<file path="src/rtl/range_weight_pipe.sv">
// range_weight_pipe: two-stage range-kernel weight generator over a sliding window.
// Stage 1 registers the squared distance of every tap from the centre tap.
// Stage 2 maps each distance to a 4-bit weight.
// Ports:
//   clk, rst (async, active-high), clear (sync window flush)
//   in_valid/in_ready/in_data          : sample input handshake
//   out_valid/out_ready/weights/center : weight vector output handshake
// Optional macro RANGE_WSUM_EN adds output wsum, the registered sum of all weights.
module range_weight_pipe #(
    parameter int ORDER  = 7,
    parameter int DATA_W = 8,
    localparam int W_W   = 4,
    localparam int S_W   = 2 * DATA_W,
    localparam int CNT_W = $clog2(ORDER + 1)
) (
    input  logic                   clk,
    input  logic                   rst,
    input  logic                   clear,
    input  logic                   in_valid,
    input  logic [DATA_W-1:0]      in_data,
    output logic                   in_ready,
    output logic                   out_valid,
    input  logic                   out_ready,
    output logic [ORDER*W_W-1:0]   weights,
    output logic [DATA_W-1:0]      center
`ifdef RANGE_WSUM_EN
    ,
    output logic [W_W+CNT_W-1:0]   wsum
`endif
);

    localparam int C = ORDER / 2;

    // Inclusive upper bounds on S for weights 15 down to 1.
    localparam int unsigned BND [15] = '{
        8, 26, 46, 68, 91, 116, 145, 177,
        214, 256, 308, 372, 458, 589, 870
    };

    logic [DATA_W-1:0]    win   [ORDER];
    logic [DATA_W-1:0]    nwin  [ORDER];
    logic [S_W-1:0]       s1    [ORDER];
    logic [S_W-1:0]       s_nxt [ORDER];
    logic [DATA_W-1:0]    c1;
    logic                 v1;
    logic [CNT_W-1:0]     fill_cnt;
    logic                 advance;
    logic                 accept;
    logic                 full_next;
    logic [ORDER*W_W-1:0] w_nxt;

    assign advance   = !out_valid || out_ready;
    // Gated by rst so a held reset never advertises readiness.
    assign in_ready  = !rst && advance && !clear;
    assign accept    = in_valid && in_ready;
    assign full_next = (fill_cnt >= CNT_W'(ORDER - 1));

    function automatic logic [W_W-1:0] map_w(input logic [S_W-1:0] s);
        logic [31:0]    x;
        logic [W_W-1:0] w;
        x = 32'(s);
        w = '0;
        // Scan from the loosest bound so the tightest matching one wins.
        for (int i = 14; i >= 0; i--) begin
            if (x <= BND[i]) w = W_W'(15 - i);
        end
        return w;
    endfunction

    // Window as it will look after this cycle's accept; stage 1 works on it.
    always_comb begin
        nwin[0] = in_data;
        for (int k = 1; k < ORDER; k++) nwin[k] = win[k-1];
        for (int k = 0; k < ORDER; k++) begin
            logic [DATA_W-1:0] d;
            d = (nwin[k] >= nwin[C]) ? nwin[k] - nwin[C]
                                     : nwin[C] - nwin[k];
            s_nxt[k] = S_W'(d) * S_W'(d);
        end
    end

    always_comb begin
        w_nxt = '0;
        for (int k = 0; k < ORDER; k++) w_nxt[k*W_W +: W_W] = map_w(s1[k]);
    end

`ifdef RANGE_WSUM_EN
    logic [W_W+CNT_W-1:0] wsum_nxt;

    always_comb begin
        wsum_nxt = '0;
        for (int k = 0; k < ORDER; k++)
            wsum_nxt = wsum_nxt + (W_W+CNT_W)'(w_nxt[k*W_W +: W_W]);
    end
`endif

    always_ff @(posedge clk or posedge rst) begin
        if (rst) begin
            for (int k = 0; k < ORDER; k++) win[k] <= '0;
            fill_cnt <= '0;
        end else if (clear) begin
            for (int k = 0; k < ORDER; k++) win[k] <= '0;
            fill_cnt <= '0;
        end else if (accept) begin
            for (int k = 0; k < ORDER; k++) win[k] <= nwin[k];
            if (fill_cnt != CNT_W'(ORDER)) fill_cnt <= fill_cnt + 1'b1;
        end
    end

    always_ff @(posedge clk or posedge rst) begin
        if (rst) begin
            for (int k = 0; k < ORDER; k++) s1[k] <= '0;
            c1 <= '0;
            v1 <= 1'b0;
        end else if (clear) begin
            v1 <= 1'b0;
        end else if (advance) begin
            v1 <= accept && full_next;
            if (accept) begin
                for (int k = 0; k < ORDER; k++) s1[k] <= s_nxt[k];
                c1 <= nwin[C];
            end
        end
    end

    always_ff @(posedge clk or posedge rst) begin
        if (rst) begin
            out_valid <= 1'b0;
            weights   <= '0;
            center    <= '0;
        end else if (clear) begin
            out_valid <= 1'b0;
        end else if (advance) begin
            out_valid <= v1;
            weights   <= w_nxt;
            center    <= c1;
        end
    end

`ifdef RANGE_WSUM_EN
    always_ff @(posedge clk or posedge rst) begin
        if (rst) begin
            wsum <= '0;
        end else if (!clear && advance) begin
            wsum <= wsum_nxt;
        end
    end
`endif

endmodule

</file>
<file path="config.mk">
export PLATFORM = sky130hd
export DESIGN_NAME = range_weight_pipe
export DESIGN_NICKNAME = d
export VERILOG_FILES = /design/src/rtl/range_weight_pipe.sv
export SDC_FILE = /design/constraint.sdc
export NUM_CORES = 1
export LEC_CHECK = 0
export BUFFER_PORTS_ARGS = -buffer_cell sky130_fd_sc_hd__clkbuf_2
export CAP_MARGIN = 40
export CORE_UTILIZATION = 45
export CTS_BUF_LIST = sky130_fd_sc_hd__clkbuf_16
export DETAILED_ROUTE_END_ITERATION = 10
export SLEW_MARGIN = 0
export SYNTH_ARGS = -nofsm -noshare
export SYNTH_HDL_FRONTEND = slang
export SYNTH_SLANG_ARGS = --single-unit
</file>
<file path="constraint.sdc">
create_clock -name clk -period 8.7 [get_ports clk]
set_input_delay 1.74 -clock clk [delete_from_list [all_inputs] [get_ports clk]]
set_output_delay 1.74 -clock clk [all_outputs]
set_load 0.01 [all_outputs]
</file>
==> Word-level counts from Yosys, hierarchy flattened <==
Cells that the tools add are included.
{ "word_totals": {"regBits": 209, "input_bits": 13, "out_inout_bits": 38, "elab_cells": 288} }
{ "op_classes": {"addsub": 14, "multipliers": 7, "order_cmp": 112, "eq_ne": 1, "n_mux": 120, "n_bitwise": 1, "reduce_logical": 14} }
{ "ops": {"columns": ["cell", "count"], "rows": [
  ["16-bit by 9-bit <= comparator with 1-bit output, second input constant", 28],
  ["4-bit two-way mux", 98],
  ["16-bit by 7-bit <= comparator with 1-bit output, second input constant", 21],
  ["16-bit by 8-bit <= comparator with 1-bit output, second input constant", 21],
  ["16-bit by 10-bit <= comparator with 1-bit output, second input constant", 14],
  ["16-bit by 4-bit <= comparator with 1-bit output, second input constant", 7],
  ["16-bit by 5-bit <= comparator with 1-bit output, second input constant", 7],
  ["16-bit by 6-bit <= comparator with 1-bit output, second input constant", 7],
  ["8-bit by 8-bit multiplier with 16-bit output", 7],
  ["56-bit two-way mux", 2],
  ["8-bit subtractor", 13],
  ["8-bit greater-or-equal comparator", 6],
  ["8-bit two-way mux", 6],
  ["1-bit two-way mux", 11],
  ["3-bit two-way mux", 3],
  ["2-bit nonzero test", 3],
  ["1-bit logical AND", 4],
  ["2-bit AND reduction", 2],
  ["3-bit by 1-bit adder with 3-bit output, second input constant", 1],
  ["3-bit greater-or-equal comparator, second input constant", 1],
  ["1-bit zero test", 3],
  ["3-bit inequality test, second input constant", 1],
  ["3-bit AND reduction", 1],
  ["1-bit logical OR", 1],
  ["1-bit inverter", 1]
]} }

==> Depth between registers and ports, before layout <==
Gate-level depths: netlist of run 1.
{ "depth": {"depth_word": 16, "ltp_mapped": 31, "depth_no_buf": 30} }

==> Worst setup path before layout of run 1 <==
OpenSTA, ideal clock, no wires.
{ "synth_timing": {"path_type": "input to register", "from": "input port in_data[0]", "to": "register s1[111] (netlist bit)", "setup_ns": 0.095, "arrival_ns": 7.797, "t_required_ns": 8.605, "setup_slack_ns": 0.807, "stages": 25, "n_path_buf": 0, "cell_sequence": "inv_1 > ha_1 > inv_1 > fa_1 > a21o_1 > a2111oi_4 > o21ai_2 > a221oi_2 > a31oi_1 > o41a_1 > nand2_2 > nor2_1 > fa_1 > fa_1 > inv_1 > fa_1 > fa_1 > inv_1 > ha_1 > a21oi_1 > o21ba_2 > o21ai_0 > o41ai_1 > nor3_1 > o31ai_1"} }
{ "synth_between": {"elab_chain_cells": 3, "elab_cells_between_ends": 5, "classes_between": "add/sub (2); mul (1); order compare (1); mux (1)"} }
{ "synth_lines": {"columns": ["element", "line_no", "source"], "rows": [
  ["start, declared", "20", "input logic [DATA_W-1:0] in_data,"],
  ["8-bit subtractor, or another cell as far along", "77", ": nwin[C] - nwin[k];"],
  ["8-bit two-way mux (*)", "76", "d = (nwin[k] >= nwin[C]) ? nwin[k] - nwin[C]"],
  ["8-bit by 8-bit multiplier with 16-bit output (*)", "78", "s_nxt[k] = S_W'(d) * S_W'(d);"],
  ["end, declared", "42", "logic [S_W-1:0] s1 [ORDER];"]
]} }
Every way passes the cells marked *; elsewhere a longest branch is shown, timed or not.
A chain may end at the register's enable or synchronous reset.

==> Final worst setup path of run 1 <==
Same ends and word-level chain as after synthesis.

==> results.txt, run 1 <==
Clock Tree Buf Depth: 2
Initial Utilization: 45.6%
drt via density: 5.31
Synth cell types: 88
Sum Neg Setup Slack: 0 ns
clock tree sinks: 187
post-detail-place hpwl: 38.8 mm
vias in the first global route: 18,041
final period utilization: 92.9%
Mean Syn Cell Area: 8.30 sq um
Sequential Area: 4680 sq um
PnR Total Power: 3.72 mW
filler cell count: 4,842
clock buffer count from CTS: 17
Synth Area in Adders: 30.1%
placed cell areas: 23,300 sq um
cell area power density: 156 nW/um^2
number of core rows: 81
Leakage: 11.9 nW
routed len/inst: 14.8 microns
CP max FO: 8
postcts setup bufs: 0
initial antenna violation count: 0
CP Buf/Inv Count: 5
CP Data Required Time: 9.11 ns
worst clock skew: 0.0126 ns
Reg2Reg Depth: 27
XOR/XNOR Fraction of Synth Area: 5.42%
max-slew violation count: 0
Post-Syn Instances: 2,685
crit end category: flop
DRT Pass-1 Iters: 5
Async S/R FF share, synth: 100%
number of diodes: 0
Synth Flop Type: dfrtp_1
DRC violations left: 0
Clock Tree Root: clkbuf_16
worst slew pin tran: 0.919 ns
#FFs+latches synth: 187
worst endpoint data arrival time: 8.49 ns
top-count cell post-synth: inv_1
post-synthesis mux area share: 1.82%
CP max stage delay: 0.55 ns
DRT antenna net count: 0
Core Footprint: 48,800 sq um
R2R setup slack: 1.04 ns
CP max-delay cell: fa_1
hold buffer count at cts: 0
final core utilization: 48.9%
setup ws final: 0.618 ns
crit path from: in_data[0]
CP startpoint kind: input pin
final net count: 3,142
maximum vdd drop: 0.201 mV
Rel. slew slack: 38.3%
post-synth net total: 3,137
synthesized area: 22,300 sq um
IO buf count: 50
Clock transition at path regs: 0.08 ns
WL final: 50.0 mm
Final Setup Violations: 0
Die Ht: 225 microns
max cap viols: 0
Area contributors post-synth: dfrtp_1, ha_1, fa_1, inv_1, nand2_1
DP Worst Slack: 0.156 ns
leading area contributor after synthesis: dfrtp_1
setup repair after global routing missed its margin: false
layout cells sized above 1: 6.96%
multi-input logic area: 15,900 sq um
vias post-DR: 17,871
crit-path most repeated cell: fa_1
Fin. Hold Viols: 0
global-route wire length before repair: 87.4 mm
die area: 50,400 sq um
design area: 23,900 sq um
Synth Area in Compound Gates: 17.8%
status: finished, final reports clean
largest net degree at the start of global routing: 88
Total Routing Usage GR: 21.2%
Max Freq: 124 MHz
post-cts sizing count: 0
Die Wd: 225 microns
post-synth top area share: 21.0%
synth warn: 0
CP endpoint: s1[111]$_DFFE_PP0P_
Simple-Gate Fraction of Synth Area: 16.0%
CP top delay family: compound AO/OA/AOI/OAI gates
EDFF count, synth: 0
global route total overflow: 0
Worst-Skew Late Latency: 0.50 ns
Worst Hold Class: flop to flop
synthesis-to-finish area growth: 7.17%
main combinational cell family by area after synthesis: adder cells
Seq/Total Area, Yosys: 21.0%
synth cell count leaders: inv_1, nand2_1, ha_1
CTS tree: built
RD Place Congestion: 0.843
critical path depth: 26
worst reg2reg startpoint: nwin[24]$_DFFE_PP0P_
initial DRC count: 885
RR Endpoint: s1[47]$_DFFE_PP0P_
number of placed I/O pins: 51
WS Path Type: input pin to flop
H-tree lvl count: 4
Tmin final: 8.08 ns
==> cell usage in the layout (no fill, tap or decap), types with 34 or more instances in the layout <==
master	count
clkbuf_2	50
xor2_1	52
xnor2_1	73
inv_1	358
nand2_1	340
buf_4	34
fa_1	162
nor2_1	266
dfrtp_1	187
mux2i_1	35
a21o_1	47
nand3_1	35
a21oi_1	153
ha_1	277
nor3_1	42
o21ai_0	155
==> layout make-up <==
type / count / share of cell area [%]
clock buffer: 17 / 1.78
inverter: 360 / 5.69
tap: 664 / 3.48
timing repair buffer: 88 / 2.41
multi-input combinational: 2036 / 66.4
clock inverter: 15 / 0.644
sequential: 187 / 19.6
==> worst min path at each step <==
stage	start	endpoint	slack, ns	cells past startpoint
floorplan	c1[0]$_DFFE_PP0P_	center[0]$_DFFE_PP0P_	0.44	2
global placement	weights[15]$_DFFE_PP0P_	weights[15]$_DFFE_PP0P_	0.45	1
detailed placement	weights[15]$_DFFE_PP0P_	weights[15]$_DFFE_PP0P_	0.45	1
CTS	weights[15]$_DFFE_PP0P_	weights[15]$_DFFE_PP0P_	0.48	1
global route	weights[14]$_DFFE_PP0P_	weights[14]$_DFFE_PP0P_	0.49	1
finish	weights[14]$_DFFE_PP0P_	weights[14]$_DFFE_PP0P_	0.47	1
==> routing by layer <==
layer  GRT usage [%]  vias up  routed length, microns
met3            3.11       28                    1500
met4            4.67        0                     511
met2            35.2      240                   23300
li1                -     8958                       -
met5               0        -                       0
met1            29.3     8645                   24700
==> sequential cells by signal, summed over array words and instances (netlist names) <==
signal / flops
c1: 8
nwin: 48
s1: 90
out_valid: 1
v1: 1
weights: 28
fill_cnt: 3
center: 8
==> where the power goes <==
group	switching (mW)	internal, mW	total, mW
logic	1.05	0.775	1.83
registers	0.122	0.972	1.09
clock network	0.415	0.382	0.797
total	1.59	2.13	3.72
==> kinds of logic (layout without fill, tap and decap cells) <==
kind of cell | after synthesis | after routing
xor+xnor | 132 | 132
fa+ha+maj | 439 | 439
buf+inv | 462 | 480
simple gates | 821 | 821
flops | 187 | 187
compound gates | 604 | 604
mux | 40 | 40
==> metrics by stage <==
step                      hold slack [ns]  std cells
after global placement              0.448       3330
final                               0.468       3367
after CTS                           0.475       3365
after detailed placement            0.453       3333
after global routing                0.489       3367
after floorplan                     0.439       2685
(Power assumes the default switching activity.)
==> run 2, diff against run 1 <==
--- a/config.mk
+++ b/config.mk
@@ -7,9 +7,10 @@
 export LEC_CHECK = 0
 export BUFFER_PORTS_ARGS = -buffer_cell sky130_fd_sc_hd__clkbuf_2
 export CAP_MARGIN = 40
-export CORE_UTILIZATION = 45
+export CORE_UTILIZATION = 66
 export CTS_BUF_LIST = sky130_fd_sc_hd__clkbuf_16
 export DETAILED_ROUTE_END_ITERATION = 10
+export PLACE_DENSITY = 0.83
 export SLEW_MARGIN = 0
 export SYNTH_ARGS = -nofsm -noshare
 export SYNTH_HDL_FRONTEND = slang
==> run 2 against run 1 <==
Compared with the run above: critical path depth did not move; clock power fell by 4.6%; hold slack barely moved.
==> results.txt, run 2 (synthesized netlist as in run 1, its figures left out) <==
status: finished, final reports clean
number of core rows: 66
RD Place Congestion: 0.881
DRT Pass-1 Iters: 7
H-tree lvl count: 4
worst clock skew: 0.00928 ns
initial DRC count: 1,206
Worst-Skew Late Latency: 0.46 ns
WL final: 49.7 mm
Sum Neg Setup Slack: 0 ns
DRC violations left: 0
CP max stage delay: 0.55 ns
Hold EP: weights[12]$_DFFE_PP0P_
Clock transition at path regs: 0.07 ns
Clock Tree Buf Depth: 2
DP Worst Slack: 0.130 ns
crit end category: flop
crit-path most repeated cell: fa_1
R2R setup slack: 0.78 ns
die area: 34,500 sq um
WS Path Type: input pin to flop
CP Data Required Time: 9.07 ns
Clock Tree Root: clkbuf_16
maximum vdd drop: 0.300 mV
Fin. Hold Viols: 0
CP top delay family: compound AO/OA/AOI/OAI gates
largest net degree at the start of global routing: 111
synthesis-to-finish area growth: 5.42%
setup ws final: 0.600 ns
global route total overflow: 0
Largest Register: s1
Total Routing Usage GR: 30.4%
CTS tree: built
max cap viols: 0
CP startpoint kind: input pin
Worst Hold Class: flop to flop
RR Endpoint: s1[95]$_DFFE_PP0P_
Leakage: 11.8 nW
number of placed I/O pins: 51
vias post-DR: 18,484
Sequential Area: 4680 sq um
clock tree sinks: 187
cell area power density: 159 nW/um^2
Rel. slew slack: 34.1%
Die Wd: 186 microns
CP max FO: 8
Tmin final: 8.10 ns
IO buf count: 50
most frequent cells in the layout: inv_1, nand2_1, ha_1
post-cts sizing count: 0
hold path cells: 1
final period utilization: 93.1%
worst slew pin tran: 0.982 ns
postcts setup bufs: 0
DRT antenna net count: 0
max FFs per register: 90
layout cells sized above 1: 6.46%
filler cell count: 2,580
worst endpoint data arrival time: 8.47 ns
worst reg2reg startpoint: nwin[24]$_DFFE_PP0P_
Die Ht: 186 microns
Reg2Reg Depth: 23
Max Freq: 123 MHz
hold buffer count at cts: 0
multi-input logic area: 15,900 sq um
number of diodes: 0
drt via density: 5.90
most common cell after layout, fill and taps aside: inv_1
CP max-delay cell: fa_1
Initial Utilization: 67.8%
vias in the first global route: 18,383
global-route wire length before repair: 85.0 mm
CP Buf/Inv Count: 5
final net count: 3,131
max-slew violation count: 0
post-detail-place hpwl: 38.2 mm
initial antenna violation count: 0
Core Footprint: 32,900 sq um
Worst Hold Launch: weights[12]$_DFFE_PP0P_
clock buffer count from CTS: 17
setup repair after global routing missed its margin: false
Final Setup Violations: 0
routed len/inst: 15.9 microns
PnR Total Power: 3.73 mW
==> run 2: cell types whose count changed in the layout (fill, tap and decap cells not counted), sizes merged <==
cell      before  now
buf           36   26
inv          368  363
clkinv         5    7
clkinvlp       2    4
bufinv         0    1
clkbuf        69   68
==> run 2: power by group <==
part	total, mW	switching [mW]	internal, mW
clock	0.760	0.368	0.393
combinational	1.87	1.10	0.777
sequential	1.10	0.124	0.973
==> run 2: worst max-delay path by stage <==
| stage | start | endpoint | slack [ns] | cells past startpoint |
|---|---|---|---|---|
| 3_3_place_gp | in_data[0] | s1[111]$_DFFE_PP0P_ | 0.23 | 26 |
| 5_1_grt | in_data[0] | s1[111]$_DFFE_PP0P_ | 0.05 | 29 |
| 3_5_place_dp | in_data[0] | s1[111]$_DFFE_PP0P_ | 0.13 | 26 |
| 6_report | in_data[0] | s1[111]$_DFFE_PP0P_ | 0.60 | 26 |
| 2_1_floorplan | in_data[0] | s1[111]$_DFFE_PP0P_ | 0.81 | 25 |
| 4_1_cts | in_data[0] | s1[111]$_DFFE_PP0P_ | 0.58 | 29 |
==> run 2: layout make-up <==
cell class,instances,area share [%]
Multi-Input combinational cell,2036,67.5
Sequential cell,187,19.9
Inverter,360,5.78
Tap cell,442,2.35
Timing Repair Buffer,77,2.10
Clock buffer,17,1.81
Clock inverter,15,0.533
==> run 2: layer usage <==
metal  routed length, microns  share of wire, %  track usage, %  up-vias
li1                         -                 -               -     8973
met1                    22000                44            39.3     8903
met2                    24500                49            53.2      539
met3                     2590               5.2            3.85       69
met4                      707               1.4            8.49        0
met5                        0                 0               0        -
==> run 2: worst reg2reg max path, stage by stage, from the launching register on <==
cell,delay [ns]
dfrtp_1,0.74
inv_1,0.40
ha_1,0.63
a21oi_1,0.15
o31ai_2,0.27
a31oi_1,0.23
nor2_2,0.35
mux2i_1,0.38
a21boi_0,0.36
xor2_2,0.50
nor2_1,0.14
fa_1,0.53
fa_1,0.53
fa_1,0.54
inv_1,0.06
fa_1,0.54
inv_1,0.04
ha_1,0.36
a21oi_1,0.11
a21oi_1,0.24
nor2_1,0.09
a211o_1,0.28
nor3_1,0.21
o31ai_1,0.10
==> run 2: metrics by stage <==
stage	hold WS [ns]	util, %	std cells	cell area [sq um]
after floorplan	0.439	-	2685	22300
final	0.468	71.5	3134	23500
after detailed placement	0.451	69.8	3101	22900
after CTS	0.472	71.5	3133	23500
after global routing	0.494	71.5	3134	23500
after global placement	0.448	69.6	3097	22900
==> run 3, diff against run 2 <==
--- a/config.mk
+++ b/config.mk
@@ -10,8 +10,9 @@
 export CORE_UTILIZATION = 66
 export CTS_BUF_LIST = sky130_fd_sc_hd__clkbuf_16
 export DETAILED_ROUTE_END_ITERATION = 10
-export PLACE_DENSITY = 0.83
+export PLACE_DENSITY = 0.89
 export SLEW_MARGIN = 0
 export SYNTH_ARGS = -nofsm -noshare
 export SYNTH_HDL_FRONTEND = slang
 export SYNTH_SLANG_ARGS = --single-unit
+export TNS_END_PERCENT = 5
==> run 3 against run 2 <==
Compared with the run above: routed wire length increased by 3.2%; hold slack got worse by 0.0023 ns; critical path depth unchanged; die area unchanged; largest power group unchanged; non-clock buffer count shrank 1; critical path type unchanged; clock-buffer cell count unchanged; sequential share of layout area barely moved; sequential power about the same; via count is 2.6% higher; utilization hardly changed; flip-flop and latch count unchanged.
==> results.txt, run 3 (synthesized netlist as in run 1, its figures left out) <==
Top Metal Used: met4
worst endpoint data arrival time: 8.55 ns
global-route wire length before repair: 87.7 mm
global route total overflow: 0
clock buffer count from CTS: 17
DRC violations left: 0
Die Wd: 186 microns
Worst Hold Class: flop to flop
CP Buf/Inv Count: 5
met3 WL: 2.86 mm
most common cell after layout, fill and taps aside: inv_1
Clock Tree Buf Depth: 2
worst slew pin tran: 0.931 ns
die area: 34,500 sq um
number of diodes: 0
CP max-delay cell: fa_1
Die Ht: 186 microns
layout cells sized above 1: 6.54%
drt via density: 6.05
postcts setup bufs: 0
Clock Tree Root: clkbuf_16
multi-input logic area: 15,900 sq um
hold path cells: 2
setup ws final: 0.533 ns
crit-path most repeated cell: fa_1
Final Setup Violations: 0
max FFs per register: 90
Rel. slew slack: 38.0%
Core Footprint: 32,900 sq um
number of core rows: 66
maximum vdd drop: 0.395 mV
Fin. Hold Viols: 0
worst reg2reg startpoint: nwin[24]$_DFFE_PP0P_
DP Worst Slack: 0.0701 ns
initial DRC count: 1,598
vias in the first global route: 19,167
IO buf count: 50
H-tree lvl count: 4
Total Routing Usage GR: 31.4%
CP top delay family: adder cells
Sum Neg Setup Slack: 0 ns
RD Place Congestion: 0.890
CP max FO: 8
Hold EP: center[4]$_DFFE_PP0P_
final period utilization: 93.9%
Leakage: 11.8 nW
Max Freq: 122 MHz
Largest Register: s1
WS Path Type: input pin to flop
WL final: 51.3 mm
Clock transition at path regs: 0.08 ns
cell total after placement: 3,101
CTS tree: built
final net count: 3,130
PnR Total Power: 3.76 mW
number of placed I/O pins: 51
status: finished, final reports clean
max-slew violation count: 0
Sequential Area: 4680 sq um
Worst Hold Launch: c1[4]$_DFFE_PP0P_
R2R setup slack: 0.84 ns
worst clock skew: 0.0124 ns
crit end category: flop
post-detail-place hpwl: 38.5 mm
setup repair after global routing missed its margin: false
routed len/inst: 16.4 microns
Initial Utilization: 67.8%
synthesis-to-finish area growth: 5.47%
most frequent cells in the layout: inv_1, nand2_1, ha_1
cell area power density: 160 nW/um^2
max cap viols: 0
final core utilization: 71.5%
clock tree sinks: 187
Layout Cells excl Fill: 3,133
DRT antenna net count: 0
filler cell count: 2,515
RR Endpoint: s1[31]$_DFFE_PP0P_
Reg2Reg Depth: 26
vias post-DR: 18,968
CP Data Required Time: 9.08 ns
CP max stage delay: 0.55 ns
Detail Route met2 WL: 25.1 mm
Tmin final: 8.17 ns
CP startpoint kind: input pin
WL met1: 21.9 mm
largest net degree at the start of global routing: 115
initial antenna violation count: 0
Worst-Skew Late Latency: 0.47 ns
DRT Pass-1 Iters: 6
-- run 3: tightest hold or removal path, stage by stage, from the launching register on --
cell and delay [ns]:
dfrtp_1 0.34, nand2_1 0.05, nand2_1 0.05
-- run 3: layout make-up --
cell class,count,area share (%)
clock buffer,17,1.81
inverter,360,5.78
multi-input combinational,2036,67.5
sequential,187,19.9
clock inverter,15,0.596
timing repair buffer,76,2.07
tap,442,2.35
-- run 3: worst max-delay path by stage --
| stage | startpoint | end | slack (ns) | depth (start not counted) |
|---|---|---|---|---|
| finish | in_data[0] | s1[111]$_DFFE_PP0P_ | 0.53 | 26 |
| global route | in_data[0] | s1[111]$_DFFE_PP0P_ | 0.04 | 26 |
| CTS | in_data[0] | s1[111]$_DFFE_PP0P_ | 0.54 | 26 |
| detailed placement | in_data[0] | s1[111]$_DFFE_PP0P_ | 0.07 | 26 |
| global placement | in_data[0] | s1[111]$_DFFE_PP0P_ | 0.25 | 26 |
| floorplan | in_data[0] | s1[111]$_DFFE_PP0P_ | 0.81 | 25 |
-- run 3: what timing repair did --
action                                  CTS  global route
endpoints found under the setup margin    0             1
hold buffers                              0             0
gates resized for setup                   0             1
hold endpoints to repair                  0             0
-- run 3: power breakdown --
group / leakage (nW) / internal [mW] / switching, mW
registers: 2.47 / 0.972 / 0.123
logic: 9.09 / 0.780 / 1.09
clock network: 0.268 / 0.400 / 0.394
-- run 3: metrics by stage --
stage          instance area, sq um  hold slack [ns]
2_1_floorplan                 22300            0.439
3_3_place_gp                  22800            0.449
3_5_place_dp                  22900            0.453
4_1_cts                       23500            0.471
5_1_grt                       23500            0.499
6_report                      23500            0.466
-- run 3: layer usage --
metal  vias up  global-route usage (%)
met2       605                    54.4
met3       134                    4.01
met1      9280                    39.7
met5         -                       0
li1       8949                       -
met4         0                    12.7
